[src/rtl/queue_pkg.sv]
// Shared helpers for the parametrised queue: address-width derivation and
// wrap-bit pointer comparisons.
package queue_pkg;

    function automatic int unsigned clog2(input int unsigned value);
        int unsigned result;
        result = 0;
        while ((64'd1 << result) < 64'(value)) begin
            result++;
        end
        return result;
    endfunction

    // A depth of 1 would give a zero-width address; keep at least one bit.
    function automatic int unsigned addr_width(input int unsigned depth);
        return (depth < 2) ? 1 : clog2(depth);
    endfunction

    function automatic logic is_empty(input logic [31:0] ra, input logic [31:0] wa);
        return ra == wa;
    endfunction

    // Full when address bits match and only the wrap bit (bit aw) differs.
    function automatic logic is_full(input logic [31:0] ra, input logic [31:0] wa,
                                     input int unsigned aw);
        return (ra ^ wa) == (32'd1 << aw);
    endfunction

endpackage

[src/rtl/queue_dpram.sv]
// WIDTH x DEPTH distributed RAM: synchronous write, asynchronous read.
module queue_dpram #(
    parameter int unsigned WIDTH = 32,
    parameter int unsigned DEPTH = 64,
    parameter int unsigned AW    = 6
) (
    input  logic             clk,
    input  logic             we,
    input  logic [AW-1:0]    wa,
    input  logic [WIDTH-1:0] din,
    input  logic [AW-1:0]    ra,
    output logic [WIDTH-1:0] dout
);

    logic [WIDTH-1:0] mem [DEPTH];

    always_ff @(posedge clk) begin
        if (we) begin
            mem[wa] <= din;
        end
    end

    assign dout = mem[ra];

endmodule

[src/rtl/queue_param.sv]
// Parametrised first-word-fall-through queue with full/almost-full flags and
// occupancy count. Define QUEUE_ERR_EN to add sticky overflow/underflow outputs.
module queue_param
    import queue_pkg::*;
#(
    parameter int unsigned WIDTH    = 32,
    parameter int unsigned DEPTH    = 64,
    parameter int unsigned AF_LEVEL = DEPTH - 4,
    localparam int unsigned AW      = addr_width(DEPTH)
) (
    input  logic             clk,
    input  logic             rst,
    input  logic [WIDTH-1:0] din,
    input  logic             wr_en,
    input  logic             rd_en,
    output logic [WIDTH-1:0] dout,
    output logic             empty,
    output logic             full,
    output logic             almost_full,
    output logic [AW:0]      count
`ifdef QUEUE_ERR_EN
    ,
    output logic             overflow,
    output logic             underflow
`endif
);

    localparam logic [AW:0] PTR_ONE = {{AW{1'b0}}, 1'b1};

    logic [AW:0] ra;
    logic [AW:0] wa;
    logic        push_ok;
    logic        pop_ok;

    assign empty       = is_empty(32'(ra), 32'(wa));
    assign full        = is_full(32'(ra), 32'(wa), AW);
    assign count       = wa - ra;
    assign almost_full = (32'(count) >= AF_LEVEL);

    // A pop on a full queue frees the slot the simultaneous push lands in.
    assign push_ok = wr_en & (~full | rd_en);
    assign pop_ok  = rd_en & ~empty;

    always_ff @(posedge clk) begin
        if (rst) begin
            ra <= '0;
            wa <= '0;
        end else begin
            if (push_ok) begin
                wa <= wa + PTR_ONE;
            end
            if (pop_ok) begin
                ra <= ra + PTR_ONE;
            end
        end
    end

    queue_dpram #(
        .WIDTH (WIDTH),
        .DEPTH (DEPTH),
        .AW    (AW)
    ) u_dpram (
        .clk  (clk),
        .we   (push_ok),
        .wa   (wa[AW-1:0]),
        .din  (din),
        .ra   (ra[AW-1:0]),
        .dout (dout)
    );

`ifdef QUEUE_ERR_EN
    always_ff @(posedge clk) begin
        if (rst) begin
            overflow  <= 1'b0;
            underflow <= 1'b0;
        end else begin
            if (wr_en & full & ~rd_en) begin
                overflow <= 1'b1;
            end
            if (rd_en & empty) begin
                underflow <= 1'b1;
            end
        end
    end
`endif

endmodule

[config.mk]
export PLATFORM = sky130hd
export DESIGN_NAME = queue_param
export DESIGN_NICKNAME = d
export VERILOG_FILES = /design/src/rtl/queue_pkg.sv /design/src/rtl/queue_dpram.sv /design/src/rtl/queue_param.sv
export SDC_FILE = /design/constraint.sdc
export NUM_CORES = 2
export LEC_CHECK = 0
export ABC_AREA = 0
export BUFFER_PORTS_ARGS = -buffer_cell sky130_fd_sc_hd__buf_2
export CAP_MARGIN = 40
export CORE_ASPECT_RATIO = 0.9
export CORE_MARGIN = 4
export CORE_UTILIZATION = 35
export CTS_CLUSTER_DIAMETER = 120
export CTS_CLUSTER_SIZE = 12
export DETAILED_ROUTE_END_ITERATION = 10
export SLEW_MARGIN = 10
export SYNTH_ARGS = -nofsm -noshare
export SYNTH_HDL_FRONTEND = slang
export SYNTH_SLANG_ARGS = --single-unit
[constraint.sdc]
create_clock -name clk -period 4.3 [get_ports clk]
set_input_delay 0.215 -clock clk [delete_from_list [all_inputs] [get_ports clk]]
set_output_delay 0.215 -clock clk [all_outputs]
set_load 0.005 [all_outputs]
## After elaboration in Yosys (flattened, before gate mapping)

Memory sizes are Yosys's and may differ from the RTL's. A register that Yosys moved wholly into a read port is not among the register bits.
Index checks and enable logic that the tools add are counted.
Widths: inputs -> output; s select.

- Bits in registers: 14
- Latch bits: 0
- Memory bits (writable): 2,048
- Bits in read-only memories: 0
- Input bits: 36
- Memories kept: 1

Memories:

| memory | words | bits a word | read ports | clocked after Yosys merged registers in | wr ports | line | source |
|---|---|---|---|---|---|---|---|
| u_dpram.mem | 64 | 32 | 1 | 1 | 1 | queue_dpram.sv:15 | `logic [WIDTH-1:0] mem [DEPTH];` |

- Add/sub/neg operators: 3
- Multiply operators: 0
- Div/mod/pow operators: 0
- Magnitude comparators: 1
- Equal/unequal tests: 2
- Shift-type cells: 0
- Mux-type cells: 4
- Bitwise gates (word level): 6
- Reductions and logical operators: 0

Operators with widths:

| kind | number |
|---|---|
| $add 7x1->7 const B | 2 |
| $mux 6 | 2 |
| $eq 7x7->1 | 1 |
| $eq 7x7->1 const B | 1 |
| $ge 7x6->1 const B | 1 |
| $sub 7x7->7 | 1 |
| $xor 7x7->7 | 1 |
| $and 1x1->1 | 2 |
| $mux 1 | 2 |
| $not 1->1 | 2 |
| $or 1x1->1 | 1 |

## Logic depth before layout (Yosys ltp)

- Depth after elaboration: 7
- Depth in mapped cells: 9

## By module

Synthesis repeated with hierarchy kept, for this count alone.

- Cells, all modules: 3,402
- Area total of the unflattened synthesis: 78,809.3 µm²

By module, submodules not included:

| module | instances | cells each | area each (µm²) |
|---|---|---|---|
| queue_dpram | 1 | 3,292 | 77,874.7 |
| queue_param | 1 | 110 | 934.6 |

## Worst setup path before layout

OpenSTA, ideal clock, no wires.

- Kind: reg2reg
- From: register wa[0]
- To: memory u_dpram.mem[63][0], enable pin
- Setup time: 421 ps
- Data arrival time: 2,942 ps
- Required time: 3,879 ps
- Path slack: 937 ps
- Stages on the path, launching flop included: 7
- Cell sequence: dfxtp_1 > inv_1 > ha_1 > nand2_1 > o41a_1 > nand4_1 > nor2_1

- Longest elaborated chain between the ends: 7

RTL lines:

| item | line | source |
|---|---|---|
| start: declaration | queue_param.sv:31 | `logic [AW:0] wa;` |
| start signal: assignment | queue_param.sv:50 | `wa <= wa + PTR_ONE;` |
| $xor 7x7->7 | queue_pkg.sv:26 | `return (ra ^ wa) == (32'd1 << aw);` |
| $eq 7x7->1 | queue_pkg.sv:26 |  |
| $not 1->1 | queue_param.sv:41 | `assign push_ok = wr_en & (~full \| rd_en);` |
| $or 1x1->1 | queue_param.sv:41 |  |
| $and 1x1->1 | queue_param.sv:41 |  |
| $mux 1 | queue_dpram.sv:18 | `if (we) begin` |
| $mux 1 (not written as such) | queue_dpram.sv:19 | `mem[wa] <= din;` |
| end: declaration | queue_dpram.sv:15 |  |

Parallel ways exist; a longest one is shown, timed or not.

==> results.md <==
- DP HPWL: 125,000 um
- DP Area: 0.0849 mm^2
- Via/cell ratio: 5.56
- Drt initial violations: 4,440
- Vias: 38.1k
- # IOs: 78
- First-pass GRT wire length: 293,000 um
- Area of the multi-input gates: 0.0164 mm^2
- Initial antenna violation count: 9
- #FFs+latches synth: 2,068
- Reg2reg path depth: 9
- Post-Layout Inst Area: 0.0903 mm^2
- RSZ-0062 raised after global routing: false
- Starting Density: 35.2%
- Power density over the cells: 457 mW/mm^2
- WHS: 46.0 ps
- Clock Tree Buf Depth: 3
- Post-DRT Antenna Nets: 0
- Nets: 3,843
- Post-synth EDFFs: 2,048
- Part of the cycle the worst path needs: 95.4%
- Sink Count: 2,068
- Crit path kind: reg -> out
- Drt total wl: 205,000 um
- Largest net degree at the start of global routing: 65
- Fmax: 244 MHz
- Die area: 0.233 mm^2
- Row count: 165
- CP endpoint: dout[22]
- Crit path DAT: 3890 ps
- I/O Buffers: 77
- Synth Flop Type: edfxtp_1
- Distinct cells, synth: 59
- Avg Inst Size Synth: 22.8 um^2
- Worst R2R Start: wa[0]$_SDFFE_PP0P_
- Die X: 509 um
- Min cycle time layout: 4100 ps
- CTS tree: yes
- Die height: 458 um
- Maximum vdd ir drop: 0.354 mV
- Hold Violations, Final: 0
- CP Launch Type: register
- GR Overflow Total: 0
- Slew headroom: 40.4%
- Slew Viols, Final: 0
- Hold Crit Start: din[1]
- Max cap viols: 0
- Final setup fails: 0
- Final Skew: 19.9 ps
- Post-synthesis instance total: 3,459
- YS warnings: 0
- Vias in the first global route: 38.1k
- CTS buffer count: 190
- Crit end category: output pin
- Static Leakage: 27.1 nW
- Sum of negative setup slack: 0 ps
- CTS H-tree depth: 4
- Fillers: 19.5k
- Register area: 0.0619 mm^2
- Reg2reg setup slack: 1040 ps
- Syn_nets: 3,504
- Ys async rst share: 0%
- Outcome: complete, no violations
- # DRC: 0
- Register area share after synthesis: 78.4%
- CP max FO: 24
- RePlAce Congestion: 0.805
- Post-Syn Area: 0.0789 mm^2
- Global Route Usage Sum: 17.4%
- CTS root buf: clkbuf_16
- First-pass DRT Iterations: 5
- Clk Latency, worst-skew pair: 820 ps
- R2r endpoint: u_dpram.mem[57][23]$_DFFE_PP_
- WL/cell: 30.0 um
- Worst path required time: 4090 ps
- Clock transition at path regs: 60 ps
- Area Overhead vs Synth: 14.5%
- Hold Path Class: in -> reg
- Total core area: 0.224 mm^2
- Worst-Margin Slew: 895 ps
- Share of post-route cells with drive strength above 1: 29.1%
==> worst min-delay path by stage <==
stage | cells past startpoint | slack, ps | to
2_1_floorplan | 1 | 280 | wa[0]$_SDFFE_PP0P_
3_3_place_gp | 1 | 460 | u_dpram.mem[62][22]$_DFFE_PP_
3_5_place_dp | 1 | 470 | u_dpram.mem[58][22]$_DFFE_PP_
4_1_cts | 2 | 3 | u_dpram.mem[2][3]$_DFFE_PP_
5_1_grt | 2 | 40 | u_dpram.mem[54][1]$_DFFE_PP_
6_report | 2 | 50 | u_dpram.mem[54][1]$_DFFE_PP_
==> sequential cells by signal (all words and copies together) (netlist names), named ones only <==
register	cells
ra	7
u_dpram.mem	2048
wa	7
==> cells in the final DEF (no fill, tap or decap), types with 10 or more instances in the layout <==
master and n:
a21oi_1 54, a221oi_1 58, a22o_1 36, a31oi_1 19, buf_12 50, buf_2 81
buf_4 181, clkbuf_1 28, clkbuf_16 192, dfxtp_1 16, dlygate4sd3_1 20, edfxtp_1 2048
inv_1 12, mux2i_1 72, mux4_2 503, nand2_1 63, nand2b_1 10, nor2_1 39
nor2_4 65, nor3_1 26, o211a_1 10, o21ai_0 27, o221ai_1 36, o22ai_1 47
==> what timing repair did <==
| action | in CTS | in global routing |
|---|---|---|
| hold buffers | 20 | 0 |
| endpoints found under the hold margin | 373 | 0 |
| setup buffers | 5 | 1 |
| gates cloned | 0 | 0 |
| setup endpoints to repair | 7 | 2 |
| gates resized for setup | 10 | 0 |
==> cells in the mapped netlist (all sizes together), types with 2 or more instances <==
cell	instances	area share (%)
o21a	2	0.019
o22ai	47	0.37
a22o	36	0.40
o311ai	2	0.022
nor3	26	0.16
and3	4	0.032
ha	8	0.13
mux2i	72	0.91
a21oi	54	0.34
nand2	63	0.30
or3	4	0.032
clkbuf	95	0.45
o21ai	29	0.18
and2	7	0.056
nand4	5	0.040
nor2b	11	0.087
mux4	504	14
xor2	8	0.089
a211oi	4	0.038
xnor2	6	0.067
nor4	6	0.048
a221oi	63	0.70
dfxtp	20	0.51
nand3b	6	0.057
o221ai	36	0.40
or3b	3	0.033
nand3	9	0.057
or2	5	0.040
o211ai	2	0.019
a32oi	3	0.033
buf	99	0.96
nand2b	11	0.087
a31oi	19	0.15
inv	12	0.057
o211a	10	0.13
a2111oi	2	0.022
edfxtp	2048	78
nor2	106	0.50
==> worst max-delay path: stages, from the launching register on <==
cell and delay (ps):
dfxtp_4 740, buf_12 280, mux4_2 230, o22ai_1 150
nor3_1 610, nor2_1 260, a221oi_2 460, buf_4 190
buf_2 100
==> layout make-up <==
type                            count  area share, %
Sequential cell                  2068           68.6
Inverter                           13         0.0568
Timing Repair Buffer              341           3.44
Clock buffer                      220           5.44
Antenna cell                        4         0.0111
Multi-Input combinational cell   1184           18.2
Tap cell                         3006           4.16
Clock inverter                     13          0.191
==> routing by layer <==
| layer | GRT usage (%) | vias up | share of wire, % |
|---|---|---|---|
| met3 | 3.23 | 269 | 7.7 |
| met2 | 27.6 | 1663 | 48 |
| met5 | 0 | - | 0.015 |
| met1 | 24.8 | 20700 | 42 |
| li1 | - | 15400 | - |
| met4 | 4.66 | 6 | 2.7 |
==> where the power goes <==
part           switching [mW]  total (mW)  internal [mW]
clock network            6.91        14.9           7.97
registers              0.0332        22.2           22.2
logic                    2.22        4.16           1.94
total                    9.17        41.3           32.1
==> per-stage QoR <==
stage	util, %	total power, mW	std cells	worst slack [ps]
after floorplan	-	25.4	3459	937
final	40.2	41.3	6849	197
after CTS	40.2	41.7	6844	9.77
after global placement	37.8	26.9	6573	352
after global routing	40.2	42.7	6848	41.4
after detailed placement	37.8	26.9	6586	576
==> cells by family (layout without fill, tap and decap cells) <==
| group | count (synthesis) | after routing | synth area share, % |
|---|---|---|---|
| flip-flops | 2068 | 2068 | 78.4 |
| multiplexers | 576 | 576 | 15.3 |
| AO/OA/AOI/OAI | 317 | 317 | 2.92 |
| XOR/XNOR | 14 | 14 | 0.155 |
| other | 0 | 4 | 0 |
| buffers and inverters | 207 | 587 | 1.48 |
| AND/OR/NAND/NOR | 268 | 268 | 1.56 |
| adder cells (fa/ha/maj) | 9 | 9 | 0.152 |
(Power assumes the default switching activity.)
